`src/rtl/ahblite_master_arb2.sv`:
```
// Two-master AHB-Lite arbiter: zero-latency pass-through for an uncontended master,
// per-master pending register for transfers that lose arbitration or meet a wait state.
module ahblite_master_arb2 #(
    parameter int unsigned AW = 32,
    parameter int unsigned DW = 32
) (
    input  logic          HCLK,
    input  logic          HRESETn,
    input  logic [AW-1:0] HADDR_M0,
    input  logic [1:0]    HTRANS_M0,
    input  logic          HWRITE_M0,
    input  logic [2:0]    HSIZE_M0,
    input  logic [DW-1:0] HWDATA_M0,
    output logic [DW-1:0] HRDATA_M0,
    output logic          HREADY_M0,
    input  logic [AW-1:0] HADDR_M1,
    input  logic [1:0]    HTRANS_M1,
    input  logic          HWRITE_M1,
    input  logic [2:0]    HSIZE_M1,
    input  logic [DW-1:0] HWDATA_M1,
    output logic [DW-1:0] HRDATA_M1,
    output logic          HREADY_M1,
    output logic [AW-1:0] HADDR,
    output logic [1:0]    HTRANS,
    output logic          HWRITE,
    output logic [2:0]    HSIZE,
    output logic [DW-1:0] HWDATA,
    input  logic [DW-1:0] HRDATA,
    input  logic          HREADY
);

    logic [AW-1:0] w_addr_m [2];
    logic [DW-1:0] w_wdata_m [2];
    logic [2:0]    w_size_m [2];
    logic [1:0]    w_write_m;
    logic [1:0]    w_hready_m;
    logic [1:0]    w_live;
    logic [1:0]    w_req;
    logic          w_has_sel;
    logic          w_sel;
    logic          w_src_pend;
    logic          w_unused;

    logic [1:0]    r_pend, w_pend_d;
    logic [1:0]    r_iss, w_iss_d;
    logic [AW-1:0] r_pend_addr [2];
    logic [AW-1:0] w_pend_addr_d [2];
    logic [1:0]    r_pend_write, w_pend_write_d;
    logic [2:0]    r_pend_size [2];
    logic [2:0]    w_pend_size_d [2];
    logic          r_dvalid, w_dvalid_d;
    logic          r_downer, w_downer_d;
    logic          r_last, w_last_d;
    logic          r_lock, w_lock_d;
    logic          r_lock_m, w_lock_m_d;

    assign w_addr_m[0]  = HADDR_M0;
    assign w_addr_m[1]  = HADDR_M1;
    assign w_wdata_m[0] = HWDATA_M0;
    assign w_wdata_m[1] = HWDATA_M1;
    assign w_size_m[0]  = HSIZE_M0;
    assign w_size_m[1]  = HSIZE_M1;
    assign w_write_m    = {HWRITE_M1, HWRITE_M0};

    // SEQ/BUSY collapse to NONSEQ/IDLE, so only HTRANS[1] matters.
    assign w_unused = HTRANS_M0[0] ^ HTRANS_M1[0];

    // The data-phase owner follows the bus; anyone else is stalled while pending.
    assign w_hready_m[0] = (r_dvalid && !r_downer) ? HREADY : !r_pend[0];
    assign w_hready_m[1] = (r_dvalid &&  r_downer) ? HREADY : !r_pend[1];
    assign w_live        = {HTRANS_M1[1], HTRANS_M0[1]} & w_hready_m;
    assign w_req         = (r_pend & ~r_iss) | w_live;

    assign HREADY_M0 = w_hready_m[0];
    assign HREADY_M1 = w_hready_m[1];
    assign HRDATA_M0 = HRDATA;
    assign HRDATA_M1 = HRDATA;
    assign HWDATA    = r_dvalid ? w_wdata_m[r_downer] : '0;

    always_comb begin
        w_has_sel = 1'b0;
        w_sel     = 1'b0;
        if (r_lock) begin
            w_has_sel = 1'b1;
            w_sel     = r_lock_m;
        end else if (w_req[0] && w_req[1]) begin
            w_has_sel = 1'b1;
            w_sel     = !r_last;
        end else if (w_req[0]) begin
            w_has_sel = 1'b1;
            w_sel     = 1'b0;
        end else if (w_req[1]) begin
            w_has_sel = 1'b1;
            w_sel     = 1'b1;
        end
        w_src_pend = r_lock || (r_pend[w_sel] && !r_iss[w_sel]);
    end

    always_comb begin
        HTRANS = 2'b00;
        HADDR  = '0;
        HWRITE = 1'b0;
        HSIZE  = 3'b000;
        if (w_has_sel) begin
            HTRANS = 2'b10;
            if (w_src_pend) begin
                HADDR  = r_pend_addr[w_sel];
                HWRITE = r_pend_write[w_sel];
                HSIZE  = r_pend_size[w_sel];
            end else begin
                HADDR  = w_addr_m[w_sel];
                HWRITE = w_write_m[w_sel];
                HSIZE  = w_size_m[w_sel];
            end
        end
    end

    always_comb begin
        w_pend_d       = r_pend;
        w_iss_d        = r_iss;
        w_pend_addr_d  = r_pend_addr;
        w_pend_write_d = r_pend_write;
        w_pend_size_d  = r_pend_size;
        w_dvalid_d     = r_dvalid;
        w_downer_d     = r_downer;
        w_last_d       = r_last;
        w_lock_d       = r_lock;
        w_lock_m_d     = r_lock_m;

        if (r_dvalid && HREADY && r_pend[r_downer] && r_iss[r_downer]) begin
            w_pend_d[r_downer] = 1'b0;
            w_iss_d[r_downer]  = 1'b0;
        end

        if (w_has_sel) begin
            if (HREADY) begin
                w_dvalid_d = 1'b1;
                w_downer_d = w_sel;
                w_last_d   = w_sel;
                w_lock_d   = 1'b0;
                if (w_src_pend) begin
                    w_iss_d[w_sel] = 1'b1;
                end
            end else begin
                w_lock_d   = 1'b1;
                w_lock_m_d = w_sel;
            end
        end else if (HREADY) begin
            w_dvalid_d = 1'b0;
        end

        // Capture any live transfer not accepted straight onto the bus; this
        // overrides a same-edge completion clear for that master.
        for (int i = 0; i < 2; i++) begin
            if (w_live[i] && !(w_has_sel && (w_sel == 1'(i)) && (w_src_pend || HREADY))) begin
                w_pend_d[i]       = 1'b1;
                w_iss_d[i]        = 1'b0;
                w_pend_addr_d[i]  = w_addr_m[i];
                w_pend_write_d[i] = w_write_m[i];
                w_pend_size_d[i]  = w_size_m[i];
            end
        end
    end

    always_ff @(posedge HCLK or negedge HRESETn) begin
        if (!HRESETn) begin
            r_pend         <= 2'b00;
            r_iss          <= 2'b00;
            r_pend_addr[0] <= '0;
            r_pend_addr[1] <= '0;
            r_pend_write   <= 2'b00;
            r_pend_size[0] <= 3'b000;
            r_pend_size[1] <= 3'b000;
            r_dvalid       <= 1'b0;
            r_downer       <= 1'b0;
            r_last         <= 1'b1;
            r_lock         <= 1'b0;
            r_lock_m       <= 1'b0;
        end else begin
            r_pend         <= w_pend_d;
            r_iss          <= w_iss_d;
            r_pend_addr[0] <= w_pend_addr_d[0];
            r_pend_addr[1] <= w_pend_addr_d[1];
            r_pend_write   <= w_pend_write_d;
            r_pend_size[0] <= w_pend_size_d[0];
            r_pend_size[1] <= w_pend_size_d[1];
            r_dvalid       <= w_dvalid_d;
            r_downer       <= w_downer_d;
            r_last         <= w_last_d;
            r_lock         <= w_lock_d;
            r_lock_m       <= w_lock_m_d;
        end
    end

endmodule

```
`config.mk`:
```
export PLATFORM = sky130hd
export DESIGN_NAME = ahblite_master_arb2
export DESIGN_NICKNAME = d
export VERILOG_FILES = /design/src/rtl/ahblite_master_arb2.sv
export SDC_FILE = /design/constraint.sdc
export NUM_CORES = 1
export LEC_CHECK = 0
export BUFFER_PORTS_ARGS = -buffer_cell sky130_fd_sc_hd__buf_4
export CAP_MARGIN = 10
export CORE_ASPECT_RATIO = 0.75
export CORE_UTILIZATION = 35
export CTS_BUF_LIST = sky130_fd_sc_hd__clkbuf_4
export DETAILED_ROUTE_END_ITERATION = 6
export PLACE_DENSITY = 0.67
export SLEW_MARGIN = 20
export SYNTH_ARGS = -nofsm -noshare
export SYNTH_HDL_FRONTEND = slang
export SYNTH_SLANG_ARGS = --single-unit
```
`constraint.sdc`:
```
create_clock -name HCLK -period 7 [get_ports HCLK]
set_input_delay 0.35 -clock HCLK [delete_from_list [all_inputs] [get_ports HCLK]]
set_output_delay 0.35 -clock HCLK [all_outputs]
set_load 0.03 [all_outputs]
```
==> flow_summary.ini <==
[timing]
fmax_mhz = 237.9
max_slew.worst_pin.slew_ps = 995.7
slew_viol_final = 0
fin_crit_ps = 4203
setup_viol = 0
fin_ws_ps = 2797
fin_tns_setup_ps = 0
rsz0062_at_grt = false
fin_skew_ps = 14.31
fin_crit_sh_pct = 60.04
max_slew_margin_pct = 33.62
whs_ps = 149.4
hold_violations = 0

[critical_path]
crit_type = reg -> out
r2r_start = r_downer$_DFFE_PN0P_
setup.worst_path.start_class = register
crit_fanout = 38
worstRegToRegCells = 7
crit_path_cell_trace = nand4b_1, o31a_1, o21bai_1, a22oi_1, or2_2, buf_4, mux2i_1, buf_4
rr_endpoint = r_pend_addr[25]$_DFFE_PN0P_
critPathMaxStageDelay_ps = 1040
worst_ep_required_time_ps = 6650
crit_family = flip-flops
crit_arrival_ps = 3850
ff2ff_setup_slack_ps = 3480
endpoint_kind = output pin
crit_top_cell = buf_4
timing.critical_path.buf_inv = 2
crit_path_top_delay_cell = dfrtp_2

[cells_and_area]
num-fill-cells = 1408
layout_common_cells = buf_4 (216), dfrtp_1 (79), a22oi_1 (73)
drive_above_1_share_pct = 50.98
final_cells = 810
nets = 782
area_growth_pct = 26.39
final_common_cell = buf_4
fin_area_mm2 = 0.006628
num_antenna_cells = 0

[global_route]
grt_pass1_vias = 4342
grt_max_degree = 77
grtUsageTotal_pct = 18.36
grt_pass1_wl_um = 22010
gr-total-overflow = 0
antenna_found_initial = 0

[hold_path]
hold-path-endpoint = r_pend_addr[41]$_DFFE_PN0P_
hold_start = HADDR_M0[9]
hp-class = in -> reg
min_path_cells = 2

[clocking]
insertion_delay_ps = 430
htree_num_levels = 3
cts_made_buffers = 9
clockBufferDepth = 2
cts_sinks = 81
clkTransAtPathRegs_ps = 140
tritoncts = done
post_cts_resize_count = 0
cts_root_buf = clkbuf_4

[logic_synthesis]
synth-edff-count = 0
yosysTopAreaCell = dfrtp_1
synth.top_cell.area_share_pct = 38.18
async_flop_share_pct = 100.0
synthCells = 481
synth_flop_cell = dfrtp_1
avgSynthCellArea_um2 = 10.90
yosysUniqueCellTypes = 36
synth_area_mm2 = 0.005244
syn_nets = 656
synth-seq-cells = 81
ys_warn_count = 0
seq_area_frac_synth_pct = 38.68
ys_top_cells_by_area = dfrtp_1 (38%), mux2i_1 (13%), mux2_2 (12%), a22oi_1 (10%), buf_4 (9.4%)

[routing]
wirelength_um = 14130
drt-initial-drc-count = 187
ant_nets = 0
vias_per_cell = 5.137
drt_pass1_iterations = 4
drcViolationCount = 0
wl_per_cell_um = 17.44
via_count = 4161

[die]
coreArea_mm2 = 0.01455
num_rows = 38
die_width_um = 143.3
die_area_mm2 = 0.01548
io-pin-count = 311
start_util_pct = 36.04
fp.dieH_um = 108.0

[placement]
gp_congestion = 0.8217
pre_cts_ws_ps = 3271
dpl.hpwl_um = 9923
post_dp_cell_area_mm2 = 0.006469
port_buffers = 211
dpl.cell_count = 795

[run]
drv_cap = 0

[power]
leakage_uw = 0.003309
ir_drop_mv = 0.2740
power_density_mw_per_mm2 = 586.4

[outcome]
status = finished clean
[kinds of logic (layout without fill, tap and decap cells)]
logic type / count (synthesis) / in the layout / synth area share [%]
mux: 141 / 141 / 29.95
buf+inv: 107 / 236 / 13.27
compound gates: 96 / 96 / 13.67
flops: 81 / 81 / 38.68
simple gates: 55 / 55 / 4.367
other cells: 1 / 1 / 0.07151
[synth_stat cells (2+ instances only)]
cell type  number
dfrtp_1        80
mux2i_1        68
clkbuf_1       18
nor2_1         36
a21o_1          2
buf_6           4
inv_1           5
buf_2          13
o21bai_1        2
nand2_1        10
a21oi_1         5
o21ai_0         5
a22oi_1        73
a31oi_1         2
buf_4          66
mux2_4         18
mux2_2         55
[sequential cells by signal (all words and copies together), names as in the netlist]
| register | count |
|---|---|
| r_lock | 1 |
| r_iss | 2 |
| r_dvalid | 1 |
| r_pend_write | 2 |
| r_pend | 2 |
| r_downer | 1 |
| r_pend_size | 6 |
| r_pend_addr | 64 |
| r_lock_m | 1 |
| r_last | 1 |
[metrics by stage]
stage               power [µW]  utilization (%)
floorplan                 2839                -
global placement          3530            44.42
detailed placement        3601            44.46
CTS                       3921            45.55
global route              4140            45.55
finish                    3886            45.55
[final cells by class]
class	count	area [µm²]	area share [%]
inverters	5	18.77	0.2832
flip-flops and latches	81	2029	30.62
clock buffers	9	67.56	1.019
well taps	200	250.2	3.776
multi-input cells	293	2549	38.46
clock inverters	5	81.33	1.227
repair buffers	217	1632	24.62
[worst register-to-register path: stages, from the launching register on]
cell and delay (ps):
dfrtp_2 1040, nor2b_1 200, o31a_1 390, a21oi_1 290, o31ai_4 100, a21oi_4 530, buf_4 460, mux2_2 400
[per-layer routing]
| layer | vias to the layer above | wire length (µm) | global-route usage [%] |
|---|---|---|---|
| met3 | 18 | 761 | 5.137 |
| met2 | 158 | 6809 | 29.86 |
| li1 | 1927 | - | - |
| met5 | - | 0 | 0 |
| met4 | 0 | 119 | 4.559 |
| met1 | 2058 | 6436 | 24.09 |
[power breakdown]
part	internal, µW	switching (µW)	total [µW]
registers	708	183	891
logic	1150	1540	2690
clock network	142	164	306
total	2000	1880	3890
[worst max path at each step]
stage | to | slack [ps] | cells after the start | startpoint
floorplan | HADDR[0] | 4210 | 9 | r_downer$_DFFE_PN0P_
global placement | HADDR[18] | 3340 | 8 | r_downer$_DFFE_PN0P_
detailed placement | HADDR[21] | 3270 | 8 | r_downer$_DFFE_PN0P_
CTS | HADDR[21] | 2750 | 8 | r_downer$_DFFE_PN0P_
global route | HADDR[21] | 2530 | 8 | r_downer$_DFFE_PN0P_
finish | HADDR[21] | 2800 | 8 | r_downer$_DFFE_PN0P_
[repair_timing]
action	CTS	global route
buffers inserted	0	0
hold endpoints to repair	33	0
hold buffers	1	0
(Power assumes the default switching activity.)
